### src/rtl/video_pkg.sv
// Shared definitions for the video switch sequencer: FSM state codes and mode-line bit positions.
// Latency: n/a (definitions only).
// Backpressure: n/a.
package video_pkg;

   // FSM state encodings, also visible to the host on state_out
   localparam logic [2:0] ST_IDLE   = 3'd0;
   localparam logic [2:0] ST_SETTLE = 3'd1;
   localparam logic [2:0] ST_APPLY  = 3'd2;
   localparam logic [2:0] ST_ON     = 3'd3;
   localparam logic [2:0] ST_MUTE   = 3'd4;

   // Bit positions inside host_mode and the applied mode register
   localparam int MODE_HD_SD_BIT    = 2;
   localparam int MODE_RGB_COMP_BIT = 1;
   localparam int MODE_INT_EXT_BIT  = 0;

   // States in which the sequencer is moving between stable configurations
   function automatic logic is_busy(input logic [2:0] st);
      return (st == ST_SETTLE) || (st == ST_APPLY) || (st == ST_MUTE);
   endfunction

endpackage

### src/rtl/sync_edge_detect.sv
// Synchronises an asynchronous active-low strobe and emits a one-clock pulse on each 1->0 transition.
// Latency: 3 clocks from pin fall to pulse (2 synchroniser flops + registered edge).
// Backpressure: none; every detected edge is presented exactly once.
module sync_edge_detect (
   input  logic i_clk,
   input  logic i_rst_n,
   input  logic i_async_x,
   output logic o_fall
);

   logic r_meta;
   logic r_sync;
   logic r_sync_d;
   logic r_fall;

   // Two-flop synchroniser, one history flop and a registered falling-edge pulse.
   // Idle level of the strobe is high, so the chain resets high to avoid a false edge.
   always_ff @(posedge i_clk) begin
      if (!i_rst_n) begin
         r_meta   <= 1'b1;
         r_sync   <= 1'b1;
         r_sync_d <= 1'b1;
         r_fall   <= 1'b0;
      end else begin
         r_meta   <= i_async_x;
         r_sync   <= r_meta;
         r_sync_d <= r_sync;
         r_fall   <= r_sync_d & ~r_sync;
      end
   end

   assign o_fall = r_fall;

endmodule

### src/rtl/video_switch_sequencer.sv
// Sequences video output on/off: waits for a stable input format, applies the host mode while muted, then enables output.
// Latency: output enable follows APPLY entry by BLANK_CYCLES clocks; mute takes effect the clock after an abort condition.
// Backpressure: none; host requests are level inputs re-evaluated every clock.
module video_switch_sequencer
   import video_pkg::*;
#(
   parameter int SETTLE_FRAMES = 4,
   parameter int BLANK_CYCLES  = 50000,
   parameter int VSYNC_TIMEOUT = 2500000
) (
   input  logic       clk_50mhz_in,
   input  logic       reset_x,
   input  logic       vsync_x_in,
   input  logic [7:0] video_format,
   input  logic       host_enable,
   input  logic [2:0] host_mode,
   output logic       video_oe_x,
   output logic       hd_sd_x,
   output logic       rgb_comp_x,
   output logic       int_ext_x,
   output logic       busy,
   output logic [2:0] state_out
);

   localparam int FW = $clog2(SETTLE_FRAMES + 1);
   localparam int DW = $clog2(BLANK_CYCLES + 1);
   localparam int TW = $clog2(VSYNC_TIMEOUT + 1);

   localparam logic [FW-1:0] FRAMES_MAX = FW'(SETTLE_FRAMES);
   localparam logic [DW-1:0] DWELL_MAX  = DW'(BLANK_CYCLES);
   localparam logic [DW-1:0] DWELL_LAST = DW'(BLANK_CYCLES - 1);
   localparam logic [TW-1:0] TO_MAX     = TW'(VSYNC_TIMEOUT);

   logic [2:0]    r_state;
   logic [7:0]    r_fmt;
   logic [2:0]    r_mode;
   logic [2:0]    r_mode_out;
   logic          r_oe_x;
   logic [FW-1:0] r_frames;
   logic [DW-1:0] r_dwell;
   logic [TW-1:0] r_to_cnt;

   logic          w_edge;
   logic          w_timeout;
   logic          w_dwell_done;
   logic          w_settle_abort;
   logic          w_run_abort;

   sync_edge_detect u_vsync_edge (
      .i_clk     (clk_50mhz_in),
      .i_rst_n   (reset_x),
      .i_async_x (vsync_x_in),
      .o_fall    (w_edge)
   );

   assign w_timeout    = (r_to_cnt == TO_MAX);
   assign w_dwell_done = (r_dwell == DWELL_LAST);

   // Losing the request or the signal while still qualifying simply drops back to IDLE
   assign w_settle_abort = !host_enable || (video_format == 8'h00) || w_timeout;

   // Once the mode lines have been driven, any disturbance must pass through MUTE
   assign w_run_abort = !host_enable || (video_format != r_fmt) ||
                        (host_mode != r_mode) || w_timeout;

   // Signal-loss watchdog: clears on every vsync edge, saturates at the timeout value
   always_ff @(posedge clk_50mhz_in) begin
      if (!reset_x) begin
         r_to_cnt <= '0;
      end else if (w_edge) begin
         r_to_cnt <= '0;
      end else if (!w_timeout) begin
         r_to_cnt <= r_to_cnt + TW'(1);
      end
   end

   // Main sequencer: format qualification, mode application, enable and mute dwell.
   // The dwell counter free-runs (saturating) and is cleared by every state transition.
   always_ff @(posedge clk_50mhz_in) begin
      if (!reset_x) begin
         r_state    <= ST_IDLE;
         r_fmt      <= '0;
         r_mode     <= '0;
         r_mode_out <= '0;
         r_oe_x     <= 1'b1;
         r_frames   <= '0;
         r_dwell    <= '0;
      end else begin
         if (r_dwell != DWELL_MAX) begin
            r_dwell <= r_dwell + DW'(1);
         end
         case (r_state)
            ST_IDLE: begin
               r_oe_x <= 1'b1;
               if (host_enable && (video_format != 8'h00)) begin
                  r_fmt    <= video_format;
                  r_frames <= '0;
                  r_dwell  <= '0;
                  r_state  <= ST_SETTLE;
               end
            end
            ST_SETTLE: begin
               if (w_settle_abort) begin
                  r_dwell <= '0;
                  r_state <= ST_IDLE;
               end else if (video_format != r_fmt) begin
                  // A format change restarts qualification, even on a vsync clock
                  r_fmt    <= video_format;
                  r_frames <= '0;
               end else if (r_frames == FRAMES_MAX) begin
                  // Mode lines switch here, while output is still disabled
                  r_mode     <= host_mode;
                  r_mode_out <= host_mode;
                  r_dwell    <= '0;
                  r_state    <= ST_APPLY;
               end else if (w_edge) begin
                  // Leaves SETTLE on reaching FRAMES_MAX, so this never wraps
                  r_frames <= r_frames + FW'(1);
               end
            end
            ST_APPLY: begin
               if (w_run_abort) begin
                  r_oe_x  <= 1'b1;
                  r_dwell <= '0;
                  r_state <= ST_MUTE;
               end else if (w_dwell_done) begin
                  r_oe_x  <= 1'b0;
                  r_dwell <= '0;
                  r_state <= ST_ON;
               end
            end
            ST_ON: begin
               if (w_run_abort) begin
                  r_oe_x  <= 1'b1;
                  r_dwell <= '0;
                  r_state <= ST_MUTE;
               end
            end
            ST_MUTE: begin
               r_oe_x <= 1'b1;
               if (w_dwell_done) begin
                  r_dwell <= '0;
                  r_state <= ST_IDLE;
               end
            end
            default: begin
               r_oe_x  <= 1'b1;
               r_dwell <= '0;
               r_state <= ST_IDLE;
            end
         endcase
      end
   end

   assign video_oe_x = r_oe_x;
   assign hd_sd_x    = r_mode_out[MODE_HD_SD_BIT];
   assign rgb_comp_x = r_mode_out[MODE_RGB_COMP_BIT];
   assign int_ext_x  = r_mode_out[MODE_INT_EXT_BIT];
   assign busy       = is_busy(r_state);
   assign state_out  = r_state;

endmodule

### config.mk
export PLATFORM = sky130hd
export DESIGN_NAME = video_switch_sequencer
export DESIGN_NICKNAME = d
export VERILOG_FILES = /design/src/rtl/video_pkg.sv /design/src/rtl/sync_edge_detect.sv /design/src/rtl/video_switch_sequencer.sv
export SDC_FILE = /design/constraint.sdc
export NUM_CORES = 1
export LEC_CHECK = 0
export BUFFER_PORTS_ARGS = -buffer_cell sky130_fd_sc_hd__clkbuf_2
export CAP_MARGIN = 20
export CORE_MARGIN = 5
export CORE_UTILIZATION = 40
export CTS_CLUSTER_DIAMETER = 40
export DETAILED_ROUTE_END_ITERATION = 6
export HOLD_SLACK_MARGIN = 0.06
export PLACE_DENSITY = 0.66
export SLEW_MARGIN = 20
export SYNTH_ARGS = -nofsm -noshare
export SYNTH_HDL_FRONTEND = slang
export SYNTH_SLANG_ARGS = --single-unit
### constraint.sdc
create_clock -name clk_50mhz_in -period 2.3 [get_ports clk_50mhz_in]
set_input_delay 0.345 -clock clk_50mhz_in [delete_from_list [all_inputs] [get_ports clk_50mhz_in]]
set_output_delay 0.345 -clock clk_50mhz_in [all_outputs]
set_load 0.05 [all_outputs]
# == After elaboration in Yosys (flattened, before gate mapping) ==
# Index checks and enable logic that the tools add are counted.
# totals
ff_bits,60
in_bits,15
output_inout_bits,8
elab_cells,91
# op_classes
n_addsub,3
eq_ne,20
n_mux,32
n_bitwise,6
reduce_logical,19
# ops
cell,n
16-bit two-way mux,8
16-bit case mux with 5 select lines,1
3-bit two-way mux,13
8-bit two-way mux,3
22-bit by 1-bit adder with 22-bit output (second input constant),1
22-bit equality test (second input constant),1
16-bit by 1-bit adder with 16-bit output (second input constant),1
16-bit equality test (second input constant),1
16-bit != test (second input constant),1
8-bit case mux with 2 select lines,1
3-bit case mux with 5 select lines,1
3-bit != test (second input constant),4
2-bit != test (second input constant),5
8-bit logical NOT,1
8-bit != test,1
4-bit AND reduction,2
8-bit nonzero test,1
1-bit logical OR,7
3-bit by 2-bit equality test with 1-bit output (second input constant),2
3-bit equality test (second input constant),2
3-bit case mux with 2 select lines,1
6-bit AND reduction,1
1-bit inverter,5
5-bit AND reduction,1
other kinds (13),15

# == Logic depth before layout (Yosys ltp) ==
# Gate-level depths: netlist of run 1.
# depth
ltp_word,6
depth_mapped,10
mapped_depth_nobuf,8

# == Hierarchy ==
# Synthesis of run 1 repeated with hierarchy kept, for this count alone.
# unflattened
cells_unflattened,333
hier_area_um2,3017.9
# by_module_without_submodules
module,n_inst,cells_each,area_each_um2
video_switch_sequencer,1,325,2910.3
sync_edge_detect,1,8,107.6

# == Worst setup path before layout of run 1 ==
# No wires, ideal clock.
# synth_path
path_type,flip-flop to output port
start,register r_state[1] (netlist: state_out[1])
end,output busy
arrival_ns,2.052
required_time_ns,1.955
setup_slack_ns,-0.097
stages_incl_launch_ff,4
path_cell_list,dfxtp_1 clkbuf_2 xnor2_1 o21ai_0
# synth_between
elab_chain_len,3
elab_cells_between_ends,5
cone_classes,eq/ne (3); reduce/logical (2)
# synth_lines
item,line_no,source
from (decl),video_switch_sequencer.sv:34,logic [2:0] r_state;
from (signal assigned),video_switch_sequencer.sv:81,r_state <= ST_IDLE;
from (signal assigned),video_switch_sequencer.sv:99,r_state <= ST_SETTLE;
from (signal assigned),video_switch_sequencer.sv:105,r_state <= ST_IDLE;
3-bit by 1-bit equality test with 1-bit output / 3-bit by 2-bit equality test with 1-bit output (equally long branches),video_pkg.sv:20,return (st == ST_SETTLE) || (st == ST_APPLY) || (st == ST_MUTE);
1-bit logical OR,video_pkg.sv:20,
1-bit logical OR *,video_pkg.sv:20,
to (decl),video_switch_sequencer.sv:21,"output logic busy,"
# Mark *: on every way between the ends. The rest lies on a longest branch, timed or not.

# == Worst setup path after layout of run 1 ==
# layout_path
start,register r_to_cnt[0]
end,register r_fmt[4]
# layout_between
elab_chain_len,4
# layout_lines
item,line_no,source
from (decl),video_switch_sequencer.sv:41,logic [TW-1:0] r_to_cnt;
from (signal assigned),video_switch_sequencer.sv:73,r_to_cnt <= r_to_cnt + TW'(1);
22-bit equality test,video_switch_sequencer.sv:56,assign w_timeout = (r_to_cnt == TO_MAX);
1-bit logical OR,video_switch_sequencer.sv:60,assign w_settle_abort = !host_enable || (video_format == 8'h00) || w_timeout;
2-bit != test (no source line),n/a,
4-bit AND reduction (no source line),n/a,
to (signal assigned),video_switch_sequencer.sv:96,r_fmt <= video_format;
to (signal assigned),video_switch_sequencer.sv:108,r_fmt <= video_format;
to (decl),video_switch_sequencer.sv:35,logic [7:0] r_fmt;
# Every way passes these cells.
# A chain may end at the register's enable or synchronous reset.

==> flow_summary.ini, run 1 <==
[run_status]
status = complete, no violations

[sta]
holdWs_ns = 0.192
fin_ws_ns = 0.145
fin_crit_sh = 0.937
fin_crit_ns = 2.16
hold_viol_final = 0
slew_headroom = 0.461
setup_viol = 0
finalSetupTns_ns = 0
worst_slew_pin_slew_ns = 0.808
max_freq_mhz = 464
rsz0062_at_grt = false
maxSlewViolCount = 0
skew_ns = 0.00846

[synth]
synth_top_area_share = 0.408
ys_seq_area_frac = 0.408
synth.top_cells.by_area = dfxtp_1, xor2_1, nor2_1
synthArstFlopShare = 0
avgSynthCellArea_um2 = 8.73
synthFlopType = dfxtp_1
synth_top_cell_by_area = dfxtp_1
yosysWarnings = 0
synth_cell_types = 50
syn-num-nets = 358
synth_most_common_cell = dfxtp_1
synth_edf_count = 0
yosys_register_bits = 60
syn_inst = 337
syn_area_um2 = 2940
synth_commonest_cells = dfxtp_1, nor2_1, nand2_1, xor2_1, xnor2_1

[placed_design]
dp_hpwl_mm = 4.17
dp_slack_ns = 0.0993
port_buffers = 22
gp_congestion = 0.795

[final_layout]
utilization = 0.463
drive_gt1_frac = 0.155
diodes = 0
seqCellArea_um2 = 1200
layout.nets = 389
multi_input_area_um2 = 1640
area_delta_synth_final_pct = 13.5
fillers = 730

[route]
ant_nets = 0
drt_iter0_drc = 57
top_layer = met4
vias = 2339
drc = 0
dr_wl_met3_um = 205
wirelength_mm = 5.75
dr.pass1.iters = 4
wl_per_cell_um = 12.2
wl_met2_mm = 2.75
wl_met1_mm = 2.70
viasPerCell = 4.96

[setup_path]
cp_data_arrival_time_ns = 2.41
worstPathRequired_ns = 2.56
setup.worst_path.start_class = flop
cp-end-kind = flop
crit_type = reg2reg
cp_max_fo = 8

[min_path]
min_path_type = in2reg

[global_route]
grt_pass1_vias = 2301
grt_max_degree = 28
grt-ovfl-total = 0
track_usage = 0.141
antenna_found_initial = 0
grt_pass1_wl_mm = 10.2

[die]
dieArea_um2 = 9170
die_y_um = 95.8
num_io_pins = 23
start_util = 0.408
row_count = 31
fp.coreArea_um2 = 7210
die_x_um = 95.8

[clocking]
clockBufferDepth = 2
cts_buffers = 9
root_buffer = clkbuf_8
hold_buffers = 0
cts_setup_buffers = 0
cts_sinks = 60
clk_pin_slew_ns = 0.07
tritoncts = done
clk_latency_ns = 0.33
cts.htree.levels = 3
cts.repair.resized = 0

[run]
maxCapViolCount = 0

[pwr]
p_per_area_nw_per_um2 = 661
peakVddDrop_mv = 0.366
finalPower_mw = 2.21
p_leak_nw = 1.32
## final cells by class
cell class              count  share of cell area
clock inverters             2             0.00300
inverters                  11              0.0124
repair buffers             30              0.0521
multi-input cells         256               0.490
clock buffers              14              0.0457
flip-flops and latches     60               0.360
well taps                  99              0.0371
## cells in the final DEF, fill, tap and decap left out, types with 5 or more instances in the layout
master | Yosys | layout
nand3_1 | 11 | 11
and4_1 | 5 | 5
clkbuf_2 | 1 | 22
ha_1 | 6 | 6
nor2_1 | 51 | 51
or3_1 | 5 | 5
dfxtp_1 | 60 | 59
nand2_1 | 42 | 42
xnor2_1 | 13 | 13
nor3_1 | 7 | 7
and3_1 | 6 | 6
a21oi_1 | 5 | 5
o21ai_0 | 6 | 5
buf_4 | 1 | 7
xor2_1 | 30 | 30
nand2b_1 | 6 | 6
clkbuf_8 | 0 | 10
mux2i_1 | 12 | 12
inv_1 | 11 | 11
nand4_1 | 11 | 11
## path summary, 6_finish.rpt
kind                    startpoint             endpoint  slack, ns  cells after the start
max                    r_to_cnt[0]             r_fmt[4]       0.14                      9
min                     vsync_x_in  u_vsync_edge.r_meta       0.19                      2
max reg2reg            r_to_cnt[0]             r_fmt[4]       0.14                      9
min reg2reg  u_vsync_edge.r_sync_d  u_vsync_edge.o_fall       0.41                      2
## where the power goes
| group | switching (mW) | internal, mW | total [mW] |
|---|---|---|---|
| Clock | 0.393 | 0.419 | 0.812 |
| Combinational | 0.186 | 0.117 | 0.303 |
| Sequential | 0.0250 | 1.07 | 1.09 |
| Total | 0.604 | 1.61 | 2.21 |
## cells by family after synthesis
| kind of cell | share of synthesized area |
|---|---|
| AND/OR/NAND/NOR | 0.291 |
| flip-flops | 0.408 |
| XOR/XNOR | 0.128 |
| AO/OA/AOI/OAI | 0.0659 |
| buffers and inverters | 0.0366 |
| multiplexers | 0.0446 |
| adder cells (fa/ha/maj) | 0.0255 |
## layer usage
| layer | vias up | GRT usage |
|---|---|---|
| met5 | - | 0 |
| met4 | 0 | 0.0498 |
| met3 | 8 | 0.0461 |
| met2 | 27 | 0.232 |
| met1 | 1094 | 0.172 |
| li1 | 1210 | - |
## per-stage QoR
step,cell area [um2],std cells
floorplan,2940,337
global placement,3170,456
detailed placement,3170,456
CTS,3330,472
global route,3340,472
finish,3340,472
## sequential cells by signal, summed over array words and instances (netlist names)
| name | flops |
|---|---|
| r_frames | 3 |
| u_vsync_edge.r_meta | 1 |
| u_vsync_edge.o_fall | 1 |
| r_fmt | 8 |
| r_to_cnt | 22 |
| video_oe_x | 1 |
| u_vsync_edge.r_sync_d | 1 |
| r_dwell | 16 |
| r_mode_out | 3 |
| u_vsync_edge.r_sync | 1 |
| state_out | 3 |
## critical path: stages (launching register included)
cell and delay [ns]:
dfxtp_2 0.33, inv_1 0.06, ha_1 0.18, and4b_1 0.17, and4_1 0.20, and2_4 0.19
a2111oi_4 0.37, nor2b_2 0.21, buf_6 0.16, mux2i_1 0.21
(Power assumes the default switching activity.)
==> run 2: changes to the inputs <==
PLACE_DENSITY = unset   (was 0.66)
PLACE_DENSITY_LB_ADDON = 0.05   (was unset)
==> run 2 against run 1 <==
  * Combinational power about the same
  * Die area did not move
  * Setup slack gained 0.033 ns
  * First-iteration DRC count grew 11%
  * Design area is 1.6% higher
  * Wire length down 1.1%
  * Critical endpoint is now r_dwell[15]
  * Largest cell class unchanged
  * Highest routed layer unchanged
==> flow_summary.ini, run 2 (synthesis results as in run 1) <==
[global_route]
antenna_found_initial = 0
track_usage = 0.142
grt_max_degree = 23
grt-ovfl-total = 0
grt_pass1_wl_mm = 10.2
busiest_layer = met2
grt_pass1_vias = 2301
grtUsageMet1 = 0.178
gr-usage-met2 = 0.226
use_met3 = 0.0532

[route]
wirelength_mm = 5.69
dr.pass1.iters = 4
drc = 0
ant_nets = 0
viasPerCell = 4.90
vias = 2313
drt_iter0_drc = 63
wl_per_cell_um = 12.1

[die]
die_y_um = 95.8
dieArea_um2 = 9170
start_util = 0.408
die_x_um = 95.8
fp.coreArea_um2 = 7210
row_count = 31
num_io_pins = 23

[final_layout]
final_common_cell = dfxtp_1
reg_top3 = r_to_cnt x22, r_dwell x16, r_fmt x8
diodes = 0
layout.nets = 391
area_delta_synth_final_pct = 15.3
drive_gt1_frac = 0.161
largest-register = r_to_cnt
utilization = 0.471
largest_reg_flops = 22
layout_common_cells = dfxtp_1, nor2_1, nand2_1

[min_path]
min_path_cells = 2
min_path_type = in2reg

[clocking]
clockBufferDepth = 2
cts_buffers = 9
clk_latency_ns = 0.33
clk_pin_slew_ns = 0.06
hold_buffers = 0
cts_setup_buffers = 0
tritoncts = done
cts.repair.resized = 0
cts_sinks = 60
cts.htree.levels = 3
root_buffer = clkbuf_8

[sta]
fin_crit_ns = 2.12
finalSetupTns_ns = 0
setup_viol = 0
fin_ws_ns = 0.177
rsz0062_at_grt = false
worst_slew_pin_slew_ns = 0.840
hold_viol_final = 0
fin_crit_sh = 0.923
slew_headroom = 0.440
max_freq_mhz = 471
maxSlewViolCount = 0
skew_ns = 0.00910

[pwr]
p_per_area_nw_per_um2 = 704
p_leak_nw = 1.35
peakVddDrop_mv = 0.398

[placed_design]
gp_congestion = 0.739
dp_slack_ns = 0.0762
dp_hpwl_mm = 4.13
port_buffers = 22

[setup_path]
reg2regPathDepth = 8
cp_data_arrival_time_ns = 2.39
cp_max_fo = 16
setup.worst_path.start_class = flop
worstPathRequired_ns = 2.56
cp-end-kind = flop
crit_type = reg2reg

[run]
maxCapViolCount = 0

[run_status]
status = complete, no violations
==> run 2: cell types whose count changed in the layout (fill, tap and decap cells not counted), sizes merged <==
cell	delta
buf	+2
clkinv	-2
bufinv	+1
clkbuf	-1
==> run 2: final timing paths <==
kind,startpoint,slack (ns),to
worst max-delay path,r_to_cnt[0],0.18,r_dwell[15]
worst min-delay path,vsync_x_in,0.20,u_vsync_edge.r_meta
worst max register to register,r_to_cnt[0],0.18,r_dwell[15]
worst min register to register,u_vsync_edge.r_meta,0.40,u_vsync_edge.r_sync
==> run 2: area by class of cell <==
class	instances	area, um2
inverters	11	41.3
well taps	99	124
clock buffers	13	179
repair buffers	32	185
fillers	761	3820
clock inverters	1	30.0
flip-flops and latches	60	1200
multi-input cells	256	1630
==> run 2: worst max-delay path, stage by stage, from the launching register on <==
cell and delay [ns]:
dfxtp_1 0.33, inv_1 0.06, ha_1 0.18, and4b_1 0.16
and4_1 0.19, and2_4 0.17, or4_4 0.54, a21o_4 0.30
a21oi_1 0.12
==> run 2: through the flow <==
| stage | cells | hold slack [ns] | area, um2 | power [mW] |
|---|---|---|---|---|
| final | 472 | 0.202 | 3390 | 2.39 |
| after global routing | 472 | 0.203 | 3390 | 2.51 |
| after CTS | 472 | 0.184 | 3390 | 2.44 |
| after detailed placement | 458 | 0.401 | 3190 | 1.42 |
| after global placement | 458 | 0.387 | 3190 | 1.42 |
| after floorplan | 337 | 0.386 | 2940 | 1.34 |
==> run 2: report_power, final <==
| part | switching (mW) | total, mW | leakage (nW) | internal [mW] |
|---|---|---|---|---|
| combinational | 0.190 | 0.306 | 0.761 | 0.116 |
| sequential | 0.0214 | 1.09 | 0.487 | 1.07 |
| clock | 0.385 | 0.992 | 0.108 | 0.607 |
==> run 2: per-layer routing <==
layer	share of wire	routed length, um
met3	0.037	210
met4	0.014	82
met5	0	0
met1	0.51	2880
met2	0.44	2520
